File: src/rtl/data_mem_responder_pkg.sv
// data_mem_pkg: shared types and defaults for the data memory responder.
// Holds the access-size enum, the responder FSM state enum, default
// parameter values and the alignment-mask helper.
package data_mem_pkg;
    typedef enum logic [1:0] {SZ_B, SZ_H, SZ_W, SZ_D} size_e;
    typedef enum logic [1:0] {IDLE, WAIT, RESP} state_e;
    localparam int DEF_WAIT_CYCLES = 2;
    localparam int DEF_DEPTH       = 32;
    // Low address bits that must be zero for an access of the given size
    function automatic logic [2:0] align_mask(size_e s);
        return 3'((4'd1 << s) - 4'd1);
    endfunction
endpackage

File: src/rtl/data_mem_responder_lane_align.sv
// mem_lane_align: byte-lane extraction/extension for loads and byte merge for stores.
// Ports:
//   i_lane       - byte offset within the doubleword (addr[2:0])
//   i_size       - access size
//   i_unsigned   - zero-extend loads when 1, sign-extend when 0
//   i_wdata      - right-aligned store data
//   i_old        - current contents of the addressed doubleword
//   o_rdata      - right-aligned, extended load data
//   o_merged     - doubleword with the addressed bytes replaced by store data
//   o_misaligned - address is not a multiple of the access size
module mem_lane_align
    import data_mem_pkg::*;
(
    input  logic [2:0]  i_lane,
    input  size_e       i_size,
    input  logic        i_unsigned,
    input  logic [63:0] i_wdata,
    input  logic [63:0] i_old,
    output logic [63:0] o_rdata,
    output logic [63:0] o_merged,
    output logic        o_misaligned
);
    logic [5:0]  w_sh;
    logic [63:0] w_raw;
    logic [63:0] w_mask;
    logic        w_sign;

    always_comb begin
        w_sh   = {i_lane, 3'b000};
        w_raw  = i_old >> w_sh;
        w_mask = i_size == SZ_B ? 64'hFF :
                 i_size == SZ_H ? 64'hFFFF :
                 i_size == SZ_W ? 64'hFFFF_FFFF : '1;
        w_sign = i_size == SZ_B ? w_raw[7] :
                 i_size == SZ_H ? w_raw[15] : w_raw[31];
        // Doubles are never extended, so the fill only applies below 64 bits
        o_rdata = (w_raw & w_mask) |
                  ((i_size != SZ_D && !i_unsigned && w_sign) ? ~w_mask : 64'd0);
        o_merged = (i_old & ~(w_mask << w_sh)) | ((i_wdata & w_mask) << w_sh);
        o_misaligned = |(i_lane & align_mask(i_size));
    end
endmodule

File: src/rtl/data_mem_responder.sv
// data_mem_responder: wait-state data memory with valid/ready request and response.
// Ports:
//   clk, rst (async, active-low)
//   req_valid/req_ready   - request handshake; ready only while idle
//   req_write, req_addr, req_wdata, req_size, req_unsigned - request fields
//   resp_valid/resp_ready - response handshake; valid only while responding
//   resp_rdata, resp_err  - extended load data and error flag
module data_mem_responder
    import data_mem_pkg::*;
#(
    parameter int WAIT_CYCLES = DEF_WAIT_CYCLES,
    parameter int DEPTH       = DEF_DEPTH
)(
    input  logic        clk,
    input  logic        rst,
    input  logic        req_valid,
    output logic        req_ready,
    input  logic        req_write,
    input  logic [63:0] req_addr,
    input  logic [63:0] req_wdata,
    input  logic [1:0]  req_size,
    input  logic        req_unsigned,
    output logic        resp_valid,
    input  logic        resp_ready,
    output logic [63:0] resp_rdata,
    output logic        resp_err
);
    localparam int AW = $clog2(DEPTH);

    state_e      r_state, w_next;
    logic [3:0]  r_cnt;
    logic        r_write, r_unsigned;
    logic [63:0] r_addr, r_wdata;
    size_e       r_size;
    logic [63:0] r_rdata;
    logic        r_err;
    logic [63:0] r_mem [DEPTH];

    logic          w_idle, w_accept, w_access, w_err, w_mis;
    logic          w_write, w_unsigned;
    logic [63:0]   w_addr, w_wdata, w_old, w_ld, w_st;
    size_e         w_size;
    logic [AW-1:0] w_idx;

    // With zero wait states the access happens on the acceptance edge, before
    // the captured registers are valid, so the live request fields are used.
    always_comb begin
        w_idle     = r_state == IDLE;
        w_accept   = w_idle && req_valid;
        w_access   = (r_state == WAIT && r_cnt == 4'd1) || (w_accept && WAIT_CYCLES == 0);
        w_write    = w_idle ? req_write : r_write;
        w_addr     = w_idle ? req_addr : r_addr;
        w_wdata    = w_idle ? req_wdata : r_wdata;
        w_size     = w_idle ? size_e'(req_size) : r_size;
        w_unsigned = w_idle ? req_unsigned : r_unsigned;
        w_idx      = w_addr[3 +: AW];
        w_old      = r_mem[w_idx];
        w_err      = w_mis || (w_addr[63:3] >= 61'(DEPTH));
    end

    mem_lane_align u_align (
        .i_lane       (w_addr[2:0]),
        .i_size       (w_size),
        .i_unsigned   (w_unsigned),
        .i_wdata      (w_wdata),
        .i_old        (w_old),
        .o_rdata      (w_ld),
        .o_merged     (w_st),
        .o_misaligned (w_mis)
    );

    always_comb begin
        w_next = r_state == IDLE ? (req_valid ? (WAIT_CYCLES == 0 ? RESP : WAIT) : IDLE) :
                 r_state == WAIT ? (r_cnt == 4'd1 ? RESP : WAIT) :
                 (resp_ready ? IDLE : RESP);
    end

    always_ff @(posedge clk or negedge rst) begin
        if (!rst) begin
            r_state    <= IDLE;
            r_cnt      <= '0;
            r_write    <= 1'b0;
            r_addr     <= '0;
            r_wdata    <= '0;
            r_size     <= SZ_B;
            r_unsigned <= 1'b0;
            r_rdata    <= '0;
            r_err      <= 1'b0;
        end else begin
            r_state <= w_next;
            if (w_accept) begin
                r_cnt      <= 4'(WAIT_CYCLES);
                r_write    <= req_write;
                r_addr     <= req_addr;
                r_wdata    <= req_wdata;
                r_size     <= size_e'(req_size);
                r_unsigned <= req_unsigned;
            end else if (r_state == WAIT) begin
                r_cnt <= r_cnt - 4'd1;
            end
            if (w_access) begin
                r_rdata <= (w_err || w_write) ? 64'd0 : w_ld;
                r_err   <= w_err;
            end
        end
    end

    // Storage keeps its contents through reset; a held reset blocks the write
    always_ff @(posedge clk) begin
        if (rst && w_access && w_write && !w_err) r_mem[w_idx] <= w_st;
    end

    always_comb begin
        req_ready  = r_state == IDLE;
        resp_valid = r_state == RESP;
        resp_rdata = r_rdata;
        resp_err   = r_err;
    end
endmodule

File: config.mk
export PLATFORM = sky130hd
export DESIGN_NAME = data_mem_responder
export DESIGN_NICKNAME = d
export VERILOG_FILES = /design/src/rtl/data_mem_responder_pkg.sv /design/src/rtl/data_mem_responder_lane_align.sv /design/src/rtl/data_mem_responder.sv
export SDC_FILE = /design/constraint.sdc
export NUM_CORES = 2
export LEC_CHECK = 0
export CELL_PAD_IN_SITES_DETAIL_PLACEMENT = 0
export CELL_PAD_IN_SITES_GLOBAL_PLACEMENT = 1
export CORE_MARGIN = 4
export CORE_UTILIZATION = 56
export DETAILED_ROUTE_END_ITERATION = 7
export HOLD_SLACK_MARGIN = 0.05
export PLACE_DENSITY_LB_ADDON = 0.1
export SLEW_MARGIN = 25
export SYNTH_ARGS = -nofsm -noshare
export SYNTH_HDL_FRONTEND = slang
export SYNTH_SLANG_ARGS = --single-unit
export TNS_END_PERCENT = 1
File: constraint.sdc
create_clock -name clk -period 13.7 [get_ports clk]
set_clock_uncertainty 0.15 [all_clocks]
set_input_delay 2.74 -clock clk [delete_from_list [all_inputs] [get_ports clk]]
set_output_delay 2.74 -clock clk [all_outputs]
set_load 0.01 [all_outputs]
==> impl_summary.md <==
Synth
The number of synthesized register bits is 2251. By area, the combinational part of the netlist is dominated by compound AO/OA/AOI/OAI gates. The cell area after synthesis is 86400 sq um. The synthesized area per cell is 15.0 sq um. The share of the synthesized area in the top cell type is 71.2%. The share of the synthesized area in compound gates (AO/OA/AOI/OAI) is 13.6%.

The multiplexer share of the synthesized area is 1.35%. The count of unique library cells instantiated by Yosys is 72. The share of flip-flops with an asynchronous set or reset after synthesis is 9.02%. By area the synthesized netlist is led by edfxtp_1 71%, o22ai_1 7.5%, dfrtp_1 5.9%, o21ai_0 2.9%, nand2_1 2.6%.

The most used flip-flop cell after synthesis is edfxtp_1. Counting every net in the synthesized netlist gives 5886. The synthesized netlist devotes 5.42% of its cell area to simple gates. The sequential area share after synthesis is 77.1%. The largest area contributor in the netlist is edfxtp_1. The count of yosys warnings during synthesis is 0.

The number of flops mapped to enable cells by yosys is 2048. The share of synthesized cell area in full adder, half adder and majority cells is 0.0290%. The post-synthesis instance total is 5748. Of the total synthesized cell area, the portion taken by XOR and XNOR cells is 0.0101%.

STA
The maximum clock frequency is 122 MHz. Setup violations remaining at the end of the flow were counted as 0. Across all setup checks in the final design, the least slack found is 5.50 ns. The final critical-path share of the clock period is 59.8%. In this run the tightest slew margin relative to its limit is 17.1%. Setup repair after global routing left no endpoint under its margin. The total count of max-transition violations in the final report was 0.

At the pin with the least slew margin, the transition time is 1.24 ns. The final hold violation count was 0. The time the worst path needs with I/O delays and setup is 8.20 ns. Final hold analysis gives a worst-case slack of 0.325 ns. The final sum of negative setup slack is 0 ns.

Clock tree
The clock root buffer is clkbuf_16. The H-tree depth is 4. The deepest clock path buffer count is 3. The number of clock sinks is 2251. The clock tree from TritonCTS is done. The clock network latency to the later pin of the worst-skew pair is 0.87 ns. In this run, post-CTS repair resized a total of 0 instances. The number of post-CTS setup repair buffers is 0. Clock-pin slew was measured on the worst setup and hold paths at 0.06 ns.

Hold repair after CTS inserted 0 buffers. Counting the buffers created by CTS gives 218.

Cells and area
After the last flow step, the layout net total stands at 6047. The summed area of non-filler cells in the final layout is 97900 sq um. The area growth from synthesis to layout is 13.3%. Leaving out fill and tap cells, the most frequent cell in the layout is edfxtp_1. Leaving out fill and tap cells, the most frequent cells in the layout are 2048 x edfxtp_1, 1042 x o22ai_1, 587 x nand2_1. The share of the core filled with cells in the final layout is 64.1%. Cells with a size suffix above 1 make up 10.1% of the layout. Excluding fillers, the count of instances in the completed layout stands at 8140.

Detailed routing
The remaining antenna violation count is 0. For this run, the detailed router's first-pass iteration total came to 8. After the first detailed-routing iteration, the DRC count stood at 9901. After detailed routing, the number of vias per cell comes to 7.01. The final layout contains routed wiring with a total length of 292 mm. The DRC violations left is 0. Summing over every cut layer, the via total after detailed routing is 57000. Dividing the detail-routed wire length by the instance count gives 35.8 um.

Critical path
Counting cells, the worst reg-to-reg path comes to 15. The startpoint of the most critical register-to-register path is r_state[1]$_DFF_PN0_. The category of the worst setup path capture point is a flop. The required arrival time at the worst endpoint is 14.31 ns. The worst setup slack for register-to-register paths is 6.73 ns. Along the worst path, the maximum fanout reaches 163.

The capture instance of the worst register-to-register path is resp_rdata[55]$_DFFE_PN0P_. In this run the worst setup path begins at req_addr[3]. The type of the setup path with the least slack is input pin to flop.

The arrival time of the worst setup path is 8.81 ns. In this run the worst setup path terminates at resp_rdata[55]$_DFFE_PN0P_. The startpoint type of the worst setup path is an input pin.

GRT
Global routing consumed, over all layers together, 35.5% of the routing resources. The overall overflow remaining after global route is 0. The largest net degree at the start of global routing is 164.

The first global-routing pass estimated 408 mm of wire. The initial antenna violation count is 11. The via count of the first global-routing pass is 53500.

Placed design
The global placement routability congestion is 0.935. In this run the cell area measured after placement is 90500 sq um. The number of instances in the placed design is 7719.

The number of buffers added on ports is 202. The worst-case setup slack after placement is 5.00 ns. Detailed placement finished with a half-perimeter wire length of 155 mm.

Floorplanning
From left edge to right edge, the die measures 401 um. The floorplan die height is 401 um. In this run the core area contains 143 standard-cell rows. The number of top-level pins is 203. The initial utilization of the core area, before any placement, comes to 56.6%.

The floorplan step defined a core boundary enclosing 153000 sq um. The area of the die is 161000 sq um.

Power
Power spread over the standard cell area amounts to 301 nW/um^2. The peak supply drop is 0.248 mV. For this design the static power due to leakage is 32.1 nW. Total power for the finished layout comes to 29.4 mW.

Min path
The class of the worst hold path is flop to flop.

Status
The flow ran to the end, and the final reports show no timing, DRC or antenna violations.

Flow run
The reported max-cap violation count is 0.
[where the power goes]
group / internal, mW / leakage (nW) / switching (mW)
Clock: 3.50 / 3.58 / 2.62
Combinational: 2.39 / 7.54 / 9.21
Sequential: 11.5 / 20.9 / 0.224
[how the worst min path moves through the flow]
stage                                 start                      end  cells after the start
finish               r_addr[58]$_DFFE_PN0P_   r_addr[58]$_DFFE_PN0P_                      2
global placement     r_addr[41]$_DFFE_PN0P_   r_addr[41]$_DFFE_PN0P_                      2
detailed placement  r_wdata[59]$_DFFE_PN0P_  r_wdata[59]$_DFFE_PN0P_                      2
CTS                 r_wdata[59]$_DFFE_PN0P_  r_wdata[59]$_DFFE_PN0P_                      2
floorplan            r_addr[41]$_DFFE_PN0P_   r_addr[41]$_DFFE_PN0P_                      2
global route         r_unsigned$_DFFE_PN0P_   r_unsigned$_DFFE_PN0P_                      2
[cell type report]
class,instances,area (sq um)
antenna,6,15.0
clock buffer,258,5650
clock inverter,157,1650
fill,11000,54800
inverter,10,40.0
multi-input combinational,3082,18100
sequential,2251,66600
tap,2030,2540
timing repair buffer,346,3290
[layer usage]
metal / vias up / track usage, % / routed length, um
li1: 23400 / - / -
met1: 28900 / 51.4 / 111000
met2: 4131 / 52.1 / 130000
met3: 630 / 9.14 / 38300
met4: 2 / 13.9 / 12600
met5: - / 0 / 10
[logic make-up (layout without fill, tap and decap cells)]
logic type      after synthesis  after routing
flops                      2251           2251
fa+ha+maj                     2              2
other cells                   0              6
xor+xnor                      1              1
buf+inv                     415            771
mux                         114            114
compound gates             1920           1920
simple gates               1045           1045
[state kept, by name, indices dropped and copies added (netlist names)]
register    cells
r_addr         64
r_cnt           4
r_mem        2048
r_size          2
r_state         2
r_unsigned      1
r_wdata        64
r_write         1
resp_err        1
resp_rdata     64
[synthesized netlist by cell type, types with 30 or more instances]
cell,n
a211oi_1,30
a21oi_1,91
a221o_1,31
buf_2,176
buf_4,40
buf_6,36
clkbuf_1,135
dfrtp_1,203
edfxtp_1,2048
mux2i_1,105
nand2_1,592
nand4_1,135
nor2_1,155
o21ai_0,501
o21ai_1,100
o22ai_1,1042
[worst max-delay path: stages]
cell and delay [ns]:
clkdlybuf4s50_1 0.50, and4bb_1 0.28, a31oi_4 0.66, buf_12 0.50, buf_12 0.53, o22ai_1 0.18
o21ai_0 0.31, nand4_1 0.18, nor2_1 0.55, a32o_1 0.29, nor2_1 0.09, a21boi_4 0.47
a2bb2oi_2 0.39, buf_4 0.33, o211ai_1 0.12
No activity file was read; power rests on OpenSTA's default activity.
